### config.mk
export PLATFORM = sky130hd
export DESIGN_NAME = id_ex_control
export DESIGN_NICKNAME = d
export VERILOG_FILES = /design/src/rtl/id_ex_control_pkg.sv /design/src/rtl/id_ex_control_load_use_detect.sv /design/src/rtl/id_ex_control.sv
export SDC_FILE = /design/constraint.sdc
export NUM_CORES = 1
export LEC_CHECK = 0
export ABC_AREA = 1
export CAP_MARGIN = 20
export CORE_ASPECT_RATIO = 1.75
export CORE_MARGIN = 3
export CORE_UTILIZATION = 30
export CTS_CLUSTER_DIAMETER = 80
export DETAILED_ROUTE_END_ITERATION = 10
export SLEW_MARGIN = 20
export SYNTH_ARGS = -nofsm -noshare
export SYNTH_HDL_FRONTEND = slang
export SYNTH_HIERARCHICAL = 1
export SYNTH_SLANG_ARGS = --single-unit
### constraint.sdc
create_clock -name clk -period 4.7 [get_ports clk]
set_input_delay 1.175 -clock clk [delete_from_list [all_inputs] [get_ports clk]]
set_output_delay 1.175 -clock clk [all_outputs]
set_load 0.005 [all_outputs]
### src/rtl/id_ex_control_pkg.sv
// Shared opcode and ALU control encodings, plus the per-opcode control decode
// used by the ID/EX stage and the ALU control decoder.
package id_ex_control_pkg;

  localparam logic [5:0] OP_RTYPE = 6'b000000;
  localparam logic [5:0] OP_J     = 6'b000010;
  localparam logic [5:0] OP_JAL   = 6'b000011;
  localparam logic [5:0] OP_BEQ   = 6'b000100;
  localparam logic [5:0] OP_ADDI  = 6'b001000;
  localparam logic [5:0] OP_ADDIU = 6'b001001;
  localparam logic [5:0] OP_SLTI  = 6'b001010;
  localparam logic [5:0] OP_SLTIU = 6'b001011;
  localparam logic [5:0] OP_ANDI  = 6'b001100;
  localparam logic [5:0] OP_ORI   = 6'b001101;
  localparam logic [5:0] OP_XORI  = 6'b001110;
  localparam logic [5:0] OP_LUI   = 6'b001111;
  localparam logic [5:0] OP_LW    = 6'b100011;
  localparam logic [5:0] OP_SW    = 6'b101011;

  localparam logic [3:0] ALU_AND  = 4'b0000;
  localparam logic [3:0] ALU_OR   = 4'b0001;
  localparam logic [3:0] ALU_ADD  = 4'b0010;
  localparam logic [3:0] ALU_SUB  = 4'b0110;
  localparam logic [3:0] ALU_SLT  = 4'b0111;
  localparam logic [3:0] ALU_ADDU = 4'b1000;
  localparam logic [3:0] ALU_XOR  = 4'b1010;
  localparam logic [3:0] ALU_SLTU = 4'b1011;
  localparam logic [3:0] ALU_LUI  = 4'b1110;
  localparam logic [3:0] ALU_FUNC = 4'b1111;

  typedef struct packed {
    logic       legal;
    logic [3:0] aluop;
    logic       regdst;
    logic       alusrc;
    logic       signext;
    logic       memread;
    logic       memwrite;
    logic       memtoreg;
    logic       regwrite;
  } ctrl_t;

  // Unknown opcodes return all-zero controls with legal=0.
  function automatic ctrl_t decode(input logic [5:0] op);
    ctrl_t c;
    c = '0;
    c.legal = 1'b1;
    case (op)
      OP_RTYPE: begin c.aluop = ALU_FUNC; c.regdst = 1'b1; c.regwrite = 1'b1; end
      OP_ADDI:  begin c.aluop = ALU_ADD;  c.alusrc = 1'b1; c.signext = 1'b1; c.regwrite = 1'b1; end
      OP_ADDIU: begin c.aluop = ALU_ADDU; c.alusrc = 1'b1; c.signext = 1'b1; c.regwrite = 1'b1; end
      OP_SLTI:  begin c.aluop = ALU_SLT;  c.alusrc = 1'b1; c.signext = 1'b1; c.regwrite = 1'b1; end
      OP_SLTIU: begin c.aluop = ALU_SLTU; c.alusrc = 1'b1; c.signext = 1'b1; c.regwrite = 1'b1; end
      OP_ANDI:  begin c.aluop = ALU_AND;  c.alusrc = 1'b1; c.regwrite = 1'b1; end
      OP_ORI:   begin c.aluop = ALU_OR;   c.alusrc = 1'b1; c.regwrite = 1'b1; end
      OP_XORI:  begin c.aluop = ALU_XOR;  c.alusrc = 1'b1; c.regwrite = 1'b1; end
      OP_LUI:   begin c.aluop = ALU_LUI;  c.alusrc = 1'b1; c.regwrite = 1'b1; end
      OP_LW: begin
        c.aluop = ALU_ADD; c.alusrc = 1'b1; c.signext = 1'b1;
        c.memread = 1'b1; c.memtoreg = 1'b1; c.regwrite = 1'b1;
      end
      OP_SW:    begin c.aluop = ALU_ADD;  c.alusrc = 1'b1; c.signext = 1'b1; c.memwrite = 1'b1; end
      OP_BEQ:   begin c.aluop = ALU_SUB;  c.signext = 1'b1; end
      OP_J, OP_JAL: c.aluop = ALU_AND;
      default:  c.legal = 1'b0;
    endcase
    return c;
  endfunction

  // Opcodes whose rt field is a source operand rather than a destination.
  function automatic logic uses_rt(input logic [5:0] op);
    return (op == OP_RTYPE) || (op == OP_SW) || (op == OP_BEQ);
  endfunction

endpackage

### src/rtl/id_ex_control_load_use_detect.sv
// Load-use hazard: the load in EX writes a register the ID instruction reads.
module load_use_detect
  import id_ex_control_pkg::*;
(
  input  logic       ex_valid,
  input  logic       ex_memread,
  input  logic [4:0] ex_rt,
  input  logic [4:0] rs,
  input  logic [4:0] rt,
  input  logic       uses_rt,
  input  logic       inst_valid,
  output logic       hazard
);

  // Register 0 is hardwired, so a load targeting it never creates a dependency.
  assign hazard = ex_valid && ex_memread && inst_valid && (ex_rt != 5'd0) &&
                  ((ex_rt == rs) || ((ex_rt == rt) && uses_rt));

endmodule

### src/rtl/id_ex_control.sv
// ID/EX pipeline register with control decode, load-use stall, flush and a
// sticky illegal-opcode flag.
module id_ex_control
  import id_ex_control_pkg::*;
(
  input  logic       clk,
  input  logic       reset,
  input  logic [5:0] opcode,
  input  logic [5:0] func_in,
  input  logic [4:0] rs,
  input  logic [4:0] rt,
  input  logic [4:0] rd,
  input  logic       inst_valid,
  input  logic       flush,
  output logic [3:0] ex_aluop,
  output logic [5:0] ex_funccode,
  output logic [4:0] ex_rs,
  output logic [4:0] ex_rt,
  output logic [4:0] ex_rd,
  output logic       ex_regdst,
  output logic       ex_alusrc,
  output logic       ex_signext,
  output logic       ex_memread,
  output logic       ex_memwrite,
  output logic       ex_memtoreg,
  output logic       ex_regwrite,
  output logic       ex_valid,
  output logic       stall,
  output logic       branch,
  output logic       jump,
  output logic       illegal_op
);

  // Handshake: inst_valid marks a real instruction in ID; stall holds it there
  // (it is re-presented and issues on the first edge with stall=0); ex_valid
  // marks a real instruction in EX, and every bubble has ex_valid=0.
  ctrl_t dec;
  logic  hazard;
  logic  issue;

  assign dec = decode(opcode);

  load_use_detect u_load_use_detect (
    .ex_valid   (ex_valid),
    .ex_memread (ex_memread),
    .ex_rt      (ex_rt),
    .rs         (rs),
    .rt         (rt),
    .uses_rt    (uses_rt(opcode)),
    .inst_valid (inst_valid),
    .hazard     (hazard)
  );

  assign stall  = hazard && !flush;
  assign issue  = inst_valid && !flush && !stall;
  assign branch = issue && (opcode == OP_BEQ);
  assign jump   = issue && ((opcode == OP_J) || (opcode == OP_JAL));

  always_ff @(posedge clk or posedge reset) begin
    if (reset) begin
      ex_aluop    <= '0;
      ex_funccode <= '0;
      ex_rs       <= '0;
      ex_rt       <= '0;
      ex_rd       <= '0;
      ex_regdst   <= 1'b0;
      ex_alusrc   <= 1'b0;
      ex_signext  <= 1'b0;
      ex_memread  <= 1'b0;
      ex_memwrite <= 1'b0;
      ex_memtoreg <= 1'b0;
      ex_regwrite <= 1'b0;
      ex_valid    <= 1'b0;
      illegal_op  <= 1'b0;
    end else begin
      if (issue && dec.legal) begin
        ex_aluop    <= dec.aluop;
        ex_funccode <= func_in;
        ex_rs       <= rs;
        ex_rt       <= rt;
        ex_rd       <= rd;
        ex_regdst   <= dec.regdst;
        ex_alusrc   <= dec.alusrc;
        ex_signext  <= dec.signext;
        ex_memread  <= dec.memread;
        ex_memwrite <= dec.memwrite;
        ex_memtoreg <= dec.memtoreg;
        ex_regwrite <= dec.regwrite;
        ex_valid    <= 1'b1;
      end else begin
        ex_aluop    <= '0;
        ex_funccode <= '0;
        ex_rs       <= '0;
        ex_rt       <= '0;
        ex_rd       <= '0;
        ex_regdst   <= 1'b0;
        ex_alusrc   <= 1'b0;
        ex_signext  <= 1'b0;
        ex_memread  <= 1'b0;
        ex_memwrite <= 1'b0;
        ex_memtoreg <= 1'b0;
        ex_regwrite <= 1'b0;
        ex_valid    <= 1'b0;
      end
      // A flushed instruction never executes, so it cannot raise the flag.
      if (issue && !dec.legal)
        illegal_op <= 1'b1;
    end
  end

endmodule

* After elaboration in Yosys (flattened, before gate mapping)
Cells that the tools add are included.
Word-level totals: input port bits 31, logic and storage cells 74, bits in latches 0, bits in writable memories 0, memory bits (read-only) 0, output and inout bits 37, flip-flop bits (word level) 33, memories kept 0
Operators by class: div/mod/pow operators 0, multiplexer cells 20, reductions and logical operators 26, eq/ne operators 15, shift-type cells 0, $add $sub $neg 0, bitwise gates (word level) 0, $mul 0, order comparisons 0
Operator list (count):
- $eq A6 B4 Y1 const B | 8
- $pmux W4 S9 | 1
- $reduce_or A10 Y1 | 2
- $mux W5 | 3
- $mux W1 | 14
- $reduce_or A14 Y1 | 1
- $eq A6 B2 Y1 const B | 2
- $eq A6 B6 Y1 const B | 2
- $logic_and A1 B1 Y1 | 12
- $eq A5 B5 Y1 | 2
- $reduce_or A7 Y1 | 1
- $eq A6 B3 Y1 const B | 1
- $logic_not A6 Y1 | 1
- $mux W6 | 1
- $reduce_bool A5 Y1 | 1
- $logic_or A1 B1 Y1 | 4
- $mux W4 | 1
- $logic_not A1 Y1 | 3
- $reduce_or A3 Y1 | 1

* Longest topological paths before layout
Gate-level depths: netlist (run 1).
depth after elaboration 11, depth in mapped cells 12, depth with buffers taken out 11

* Cells and area by module
The synthesis (run 1) kept the hierarchy.
By module, submodules not included:
- id_ex_control | cells each 156, seq. area each 825.8 um^2, area an instance 1442.6 um^2, times used 1
- load_use_detect | cells each 53, seq. area each 0.0 um^2, area an instance 224.0 um^2, times used 1

* Worst setup path after synthesis (run 1)
No wires, ideal clock.
path kind in2out, from input port opcode[2], to output port branch, data required time 3.525 ns, setup slack 1.237 ns, data arrival time 2.288 ns, stages 11, path buffers 1, cells stage by stage buf_2 > nor2_1 > nand2_1 > nand2_1 > nand2_2 > nor2_2 > nand3_1 > a21oi_2 > nor3_1 > inv_1 > nor2_1
Between the ends: word-level cells in the longest chain between the ends 10, elaborated cells between the ends (all ways) 12, those cells by class 2 x eq/ne; 10 x reduce/logical
Ends and longest elaborated chain:
- from (decl) | line id_ex_control.sv:8 | input logic [5:0] opcode,
- $eq A6 B6 Y1 / $logic_not A6 Y1 (equally long branches) | line id_ex_control_pkg.sv:72 | return (op == OP_RTYPE) || (op == OP_SW) || (op == OP_BEQ);
- $logic_or A1 B1 Y1 | line id_ex_control_pkg.sv:72
- $logic_or A1 B1 Y1 * | line id_ex_control_pkg.sv:72
- $logic_and A1 B1 Y1 * | line id_ex_control_load_use_detect.sv:17 | ((ex_rt == rs) || ((ex_rt == rt) && uses_rt));
- $logic_or A1 B1 Y1 * | line id_ex_control_load_use_detect.sv:17
- $logic_and A1 B1 Y1 * | line id_ex_control_load_use_detect.sv:16 | assign hazard = ex_valid && ex_memread && inst_valid && (ex_rt != 5'd0) &&
- net hazard | line id_ex_control.sv:38 | logic hazard;
- $logic_and A1 B1 Y1 * | line id_ex_control.sv:54 | assign stall = hazard && !flush;
- $logic_not A1 Y1 * | line id_ex_control.sv:55 | assign issue = inst_valid && !flush && !stall;
- $logic_and A1 B1 Y1 * | line id_ex_control.sv:55
- $logic_and A1 B1 Y1 * | line id_ex_control.sv:56 | assign branch = issue && (opcode == OP_BEQ);
- to (decl) | line id_ex_control.sv:29 | output logic branch,
The timed path passes the listed nets; every way through them passes the cells marked *.

* Worst setup path after layout (run 1)
from input port opcode[0], to output port branch
Same word-level chain as after synthesis.

==> metrics.md, run 1 <==
| Metric | Value |
|---|---|
| LEAKAGE | 0.00128 uW |
| Net Sw Power | 147 uW |
| Fmax | 0.223 GHz |
| Total number of nets in the final design | 318 |
| Largest fanout on the critical path | 5 |
| Internal Pwr Total | 465 uW |
| Worst min path class | flip-flop to flip-flop |
| Number of distinct library cell variants in the gate-level netlist after synthesis | 22 |
| Most frequently used cell type in the post-synthesis netlist | sky130_fd_sc_hd__inv_1 |
| Time the final worst path needs with I/O delays and setup | 4.49 ns |
| Power density of the placed cells | 239 mW/mm2 |
| CTS clock-pin slew for the worst setup and hold paths | 0.07 ns |
| Global route total overflow | 0 |
| Crit-path cells | clkdlybuf4s50_1, nand2_1, nor3_2, nand2_1, nand2_1, nand2_2, nor2_2, nand3_1, a21oi_2, nor3_2, inv_1, nor2_1, clkdlybuf4s50_1 |
| Wire length of the first global-routing pass | 6990 um |
| CTS Root Buffer Type | sky130_fd_sc_hd__clkbuf_8 |
| Critical path arrival | 3.31 ns |
| Io pins | 68 |
| Total DRC errors in the routed layout | 0 |
| Clock buffers created by TritonCTS | 5 |
| Synthesis-to-finish area growth | 53.8% |
| Via Count | 1519 |
| Pre-CTS setup slack | 0.124 ns |
| RSZ-0062 raised after global routing | no |
| Clock insertion delay at the later pin of the skew report | 0.28 ns |
| Mapped cell area | 0.00167 mm2 |
| Number of register bits inferred by synthesis | 33 |
| Cell types occupying the most area after synthesis | sky130_fd_sc_hd__dfrtp_1 50%, sky130_fd_sc_hd__nor2_2 12%, sky130_fd_sc_hd__inv_1 9.7% |
| Critical Path Sink Type | output port |
| H-Tree Level Count | 2 |
| Initial antenna violation count | 0 |
| Max-cap viol count | 0 |
| Synth Net Count | 240 |
| Required time of the worst setup path | 3.52 ns |
| CTS tree | yes |
| Status | finished clean |
| Utilization of the core after routing | 48.0% |
| Share of the clock period used by the worst path | 95.5% |
| Average wire per standard cell | 11.6 um |
| Violation count after the first detailed-routing iteration | 25 |
| Total of endpoints with negative setup slack in the final report | 0 |
| Placeable core region | 0.00534 mm2 |
| Biggest area consumer among synthesized cells | sky130_fd_sc_hd__dfrtp_1 |
| Detailed-route vias per instance | 4.20 |
| Final estimated routing congestion in global placement | 0.905 |
| DRT Pass-1 Iters | 4 |
| Number of clock sinks | 33 |
| Buffers on Ports | 67 |
| Number of flops mapped to enable cells by yosys | 0 |
| List of most frequent post-synthesis cells | 43 x sky130_fd_sc_hd__inv_1, 38 x sky130_fd_sc_hd__nand2_1, 33 x sky130_fd_sc_hd__dfrtp_1 |
| Number of setup buffers added after CTS | 0 |
| Worst clock skew | 0.00655 ns |
| Yosys top cell area share | 49.5% |
| Pins over their slew limit | 0 |
| Worst vdd ir | 0.107 mV |
| Async set-reset flop share out of synthesis | 100% |
| Critical-path top delay cell | sky130_fd_sc_hd__clkdlybuf4s50_1 |
| ANT cells | 0 |
| Remaining number of nets flagged by the antenna check after routing | 0 |
| Number of buffers and inverters on the critical path | 3 |
| Number of global-route vias before repair | 1499 |
| HPWL after detailed placement | 3320 um |
| Chip width | 62.3 um |
| Most used DFF post-synth | sky130_fd_sc_hd__dfrtp_1 |
| Area enclosed by the die boundary | 0.00652 mm2 |
| Post-Syn Instances | 209 |
| Setup WS post-layout | 0.212 ns |
| Dominant cell type by count on the critical path | sky130_fd_sc_hd__nand2_1 |
| Slew at the pin closest to its max-slew limit | 0.836 ns |
| Die H | 105 um |
| Delay of the slowest critical-path stage | 0.55 ns |
| CTS Hold Buffers Added | 0 |
| Comb power frac | 14.5% |
| Syn avg cell area | 7.97 um2 |
| Number of cell rows | 35 |
| Headroom to the max-slew limit | 44.2% |
| Top Family by Delay on Critical Path | buffers and inverters |
| Clock Tree Buf Depth | 2 |
| Maximum number of pins on one net before global-route repair | 23 |
| Share of cells above drive strength 1 | 21.2% |
| Number of endpoints with negative hold slack in the final report | 0 |
| Sequential cell fraction of total power | 47.3% |
| Clk pwr share | 38.2% |
| Total Neg Setup Slack | 0 ns |
| Critical Path Start Type | input pin |
| Worst Path Class, Setup | input pin to output port |
| Switch share | 24.1% |
| Starting density of the core | 31.2% |
| Post-synthesis sequential area ratio | 49.5% |
| Drt total wl | 4200 um |
| Number of warning messages in the yosys log | 6 |
| Global-route usage over all layers | 14.0% |
-- through the flow --
| stage | hold WS (ns) | instance area (um2) | std cells | total power [uW] |
|---|---|---|---|---|
| after floorplan | 0.468 | 1670 | 209 | 334 |
| after global placement | 0.512 | 2450 | 354 | 384 |
| after detailed placement | 0.496 | 2450 | 354 | 384 |
| after CTS | 0.520 | 2550 | 362 | 622 |
| after global routing | 0.547 | 2560 | 362 | 642 |
| final | 0.521 | 2560 | 362 | 612 |
-- final timing paths --
| path | from | endpoint | slack [ns] | cells past startpoint |
|---|---|---|---|---|
| worst max-delay path | opcode[0] | branch | 0.21 | 13 |
| worst min-delay path | illegal_op$_DFFE_PP0P_ | illegal_op$_DFFE_PP0P_ | 0.52 | 1 |
| worst max register to register | ex_rt[4]$_DFF_PP0_ | ex_funccode[5]$_DFF_PP0_ | 2.82 | 10 |
| worst min register to register | illegal_op$_DFFE_PP0P_ | illegal_op$_DFFE_PP0P_ | 0.52 | 1 |
| max in group asynchronous | reset | ex_rd[0]$_DFF_PP0_ | 2.66 | 3 |
| min in group asynchronous | reset | ex_funccode[0]$_DFF_PP0_ | 1.35 | 2 |
-- worst reg2reg max path: cells and delay by family (launching register included) --
family	cells	cell delay [ns]
simple gates	7	0.85
flops	1	0.41
compound gates	1	0.17
buf+inv	2	0.36
-- power by group through the flow --
stage               clock, uW  combinational [uW]  sequential (uW)
global route              253                98.7              290
detailed placement          0                88.8              295
CTS                       243                89.3              290
global placement            0                88.8              295
floorplan                   0                38.6              296
finish                    234                88.5              290
-- cell type report --
| type | count | area [um2] |
|---|---|---|
| fillers | 553 | 2780 |
| flip-flops and latches | 33 | 826 |
| repair buffers | 76 | 738 |
| multi-input cells | 123 | 624 |
| inverters | 48 | 180 |
| clock buffers | 7 | 96.3 |
| well taps | 74 | 92.6 |
| clock inverters | 1 | 5.00 |
-- per-layer routing --
| metal | global-route usage [%] | routed length (um) | share of wire [%] | up-vias |
|---|---|---|---|---|
| li1 | - | - | - | 764 |
| met1 | 14.1 | 1550 | 37 | 697 |
| met2 | 25.5 | 2290 | 54 | 47 |
| met3 | 3.23 | 189 | 4.5 | 11 |
| met4 | 8.69 | 165 | 3.9 | 0 |
| met5 | 0 | 0 | 0 | - |
-- registers in the layout (all words and copies together) (netlist names), 4 cells and up --
signal       cells
ex_aluop         4
ex_rd            5
ex_rs            5
ex_rt            5
ex_funccode      6
-- cell usage in the layout, fill, tap and decap left out, types with 2 or more instances in the layout --
cell type / count
sky130_fd_sc_hd__o21ai_0: 4
sky130_fd_sc_hd__nor2_2: 31
sky130_fd_sc_hd__buf_4: 9
sky130_fd_sc_hd__nand4_1: 3
sky130_fd_sc_hd__dfrtp_1: 33
sky130_fd_sc_hd__clkbuf_8: 7
sky130_fd_sc_hd__nand3_1: 12
sky130_fd_sc_hd__inv_2: 4
sky130_fd_sc_hd__nand2_1: 38
sky130_fd_sc_hd__nor3_2: 2
sky130_fd_sc_hd__nand2_2: 4
sky130_fd_sc_hd__nor2_1: 21
sky130_fd_sc_hd__inv_1: 43
sky130_fd_sc_hd__clkdlybuf4s50_1: 67
-- timing repair --
item,in CTS,in global routing
gates resized for setup,0,2
hold endpoints to repair,0,0
setup endpoints to repair,0,2
-- cell families after synthesis --
kind of cell,Yosys count,synth area share (%)
compound gates,8,3.00
xor+xnor,1,0.526
buf+inv,53,13.6
flops,33,49.5
simple gates,114,33.3
Power figures use the tool's default switching activity.
==> run 2: changes to the inputs <==
Settings changed: CORE_UTILIZATION 30 to 46, PLACE_DENSITY set to 0.85.
==> run 2 against run 1 <==
Utilization grew 25 points. Critical path type unchanged. Largest cell class unchanged. Total power grew 1.7%. Maximum frequency shrank 0.70%. Cell area shrank 2.9%. Critical endpoint unchanged.
==> metrics.md, run 2 (synthesis results as in run 1) <==
| Metric | Value |
|---|---|
| Synthesis-to-finish area growth | 49.3% |
| CTS Hold Buffers Added | 0 |
| HPWL after detailed placement | 3090 um |
| Initial antenna violation count | 0 |
| Worst clock skew | 0.00205 ns |
| Area enclosed by the die boundary | 0.00441 mm2 |
| Register bank with the most flops | ex_funccode |
| Total Neg Setup Slack | 0 ns |
| Die H | 85.6 um |
| Number of global-route vias before repair | 1514 |
| Global route total overflow | 0 |
| Worst vdd ir | 0.246 mV |
| Required time of the worst setup path | 3.52 ns |
| Capture point of the worst reg-to-reg path | ex_valid$_DFF_PP0_ |
| Clock buffers created by TritonCTS | 5 |
| Number of clock sinks | 33 |
| Most common cell after layout, fill and taps aside | sky130_fd_sc_hd__clkdlybuf4s50_1 |
| Total of endpoints with negative setup slack in the final report | 0 |
| Reg-to-reg setup timing slack | 2.78 ns |
| H-Tree Level Count | 2 |
| Worst Path Class, Setup | input pin to output port |
| Wire length of the first global-routing pass | 6630 um |
| Chip width | 51.5 um |
| Total DRC errors in the routed layout | 0 |
| Critical path arrival | 3.34 ns |
| Number of setup buffers added after CTS | 0 |
| Status | finished clean |
| Number of endpoints with negative hold slack in the final report | 0 |
| Clock Tree Buf Depth | 2 |
| RSZ-0062 raised after global routing | no |
| Headroom to the max-slew limit | 64.0% |
| Share of cells above drive strength 1 | 19.6% |
| Pins over their slew limit | 0 |
| Max-cap viol count | 0 |
| R2r worst-path depth | 9 |
| Fillers | 295 |
| Hold path endpoint | illegal_op$_DFFE_PP0P_ |
| Hold Path Depth | 1 |
| CTS clock-pin slew for the worst setup and hold paths | 0.06 ns |
| ANT cells | 0 |
| Hold Path Origin | illegal_op$_DFFE_PP0P_ |
| Critical Path Start Type | input pin |
| FF+latch area | 826 um2 |
| Clock insertion delay at the later pin of the skew report | 0.28 ns |
| Share of the clock period used by the worst path | 96.2% |
| Time the final worst path needs with I/O delays and setup | 4.52 ns |
| LEAKAGE | 0.00126 uW |
| Placeable core region | 0.00343 mm2 |
| CTS tree | yes |
| Largest fanout on the critical path | 5 |
| Via Count | 1505 |
| Average wire per standard cell | 11.9 um |
| Starting density of the core | 48.5% |
| Io pins | 68 |
| Detailed-route vias per instance | 4.62 |
| Buffers on Ports | 67 |
| Slew at the pin closest to its max-slew limit | 0.540 ns |
| Critical Path Sink Type | output port |
| Maximum number of pins on one net before global-route repair | 23 |
| Fmax | 0.221 GHz |
| Number of cell rows | 28 |
| Drt total wl | 3870 um |
| Global-route usage over all layers | 20.0% |
| Final estimated routing congestion in global placement | 0.918 |
| Violation count after the first detailed-routing iteration | 25 |
| Most frequent cells in the layout | 66 x sky130_fd_sc_hd__clkdlybuf4s50_1, 43 x sky130_fd_sc_hd__inv_1, 38 x sky130_fd_sc_hd__nand2_1 |
| DRT Pass-1 Iters | 4 |
| Remaining number of nets flagged by the antenna check after routing | 0 |
| CTS Root Buffer Type | sky130_fd_sc_hd__clkbuf_8 |
| Total number of nets in the final design | 312 |
| Worst min path class | flip-flop to flip-flop |
| Power density of the placed cells | 250 mW/mm2 |
| Worst hold slack | 0.515 ns |
| Largest register FFs | 6 |
| Multi-input combinational cell area | 627 um2 |
| Reg-to-Reg Start | ex_rt[0]$_DFF_PP0_ |
-- run 2: cell types whose count changed in the layout (fill, tap and decap cells not counted) --
cell	previous run	this run
sky130_fd_sc_hd__dlymetal6s2s_1	0	1
sky130_fd_sc_hd__nor2_2	31	32
sky130_fd_sc_hd__buf_4	9	3
sky130_fd_sc_hd__clkbuf_8	7	5
sky130_fd_sc_hd__bufinv_16	0	1
sky130_fd_sc_hd__nor2_1	21	20
sky130_fd_sc_hd__clkdlybuf4s50_1	67	66
-- run 2: how the worst max path moves through the flow --
stage | slack (ns) | endpoint | start | depth (start not counted)
floorplan | 1.24 | branch | opcode[2] | 11
global placement | 0.16 | jump | opcode[1] | 13
detailed placement | 0.11 | branch | opcode[1] | 13
CTS | 0.10 | branch | opcode[1] | 13
global route | 0.04 | branch | opcode[3] | 13
finish | 0.18 | branch | opcode[3] | 13
-- run 2: routing by layer --
metal	wire, um	share of wire (%)	vias up	GRT usage (%)
li1	-	-	756	-
met2	2230	58	47	36.7
met4	153	4.0	0	11.5
met3	192	5.0	13	4.35
met1	1290	33	689	19.8
met5	0	0	-	0
-- run 2: power by group --
| group | switching, uW | internal, uW |
|---|---|---|
| logic | 42.4 | 41.6 |
| registers | 1.99 | 288 |
| clock network | 95.1 | 154 |
| total | 140 | 483 |
-- run 2: cell type report --
type	count	area share, %
flip-flops and latches	33	33.2
repair buffers	70	28.0
multi-input cells	123	25.2
inverters	48	7.24
clock buffers	5	2.77
well taps	45	2.26
clock inverters	2	1.41
-- run 2: repair_timing --
action | in CTS | in global routing
hold endpoints to repair | 0 | 0
setup endpoints to repair | 0 | 3
resized for setup | 0 | 4
-- run 2: worst max-delay path, stage by stage --
cell                              delay, ns
sky130_fd_sc_hd__clkdlybuf4s50_1       0.54
sky130_fd_sc_hd__inv_1                 0.12
sky130_fd_sc_hd__nor2_2                0.18
sky130_fd_sc_hd__nand2_1               0.11
sky130_fd_sc_hd__nand2_1               0.09
sky130_fd_sc_hd__nand2_2               0.06
sky130_fd_sc_hd__nor2_2                0.09
sky130_fd_sc_hd__nand3_1               0.10
sky130_fd_sc_hd__a21oi_2               0.19
sky130_fd_sc_hd__nor3_2                0.08
sky130_fd_sc_hd__inv_1                 0.12
sky130_fd_sc_hd__nor2_1                0.06
sky130_fd_sc_hd__clkdlybuf4s50_1       0.44
-- run 2: per-stage QoR --
stage               utilization (%)  total power, uW  instances  instance area, um2  setup WS [ns]
finish                         72.5              623        326                2490          0.181
global placement               69.0              378        319                2370          0.157
detailed placement             69.0              379        319                2370          0.106
global route                   72.5              655        326                2490         0.0372
CTS                            72.0              632        326                2470          0.102
floorplan                         -              334        209                1670           1.24
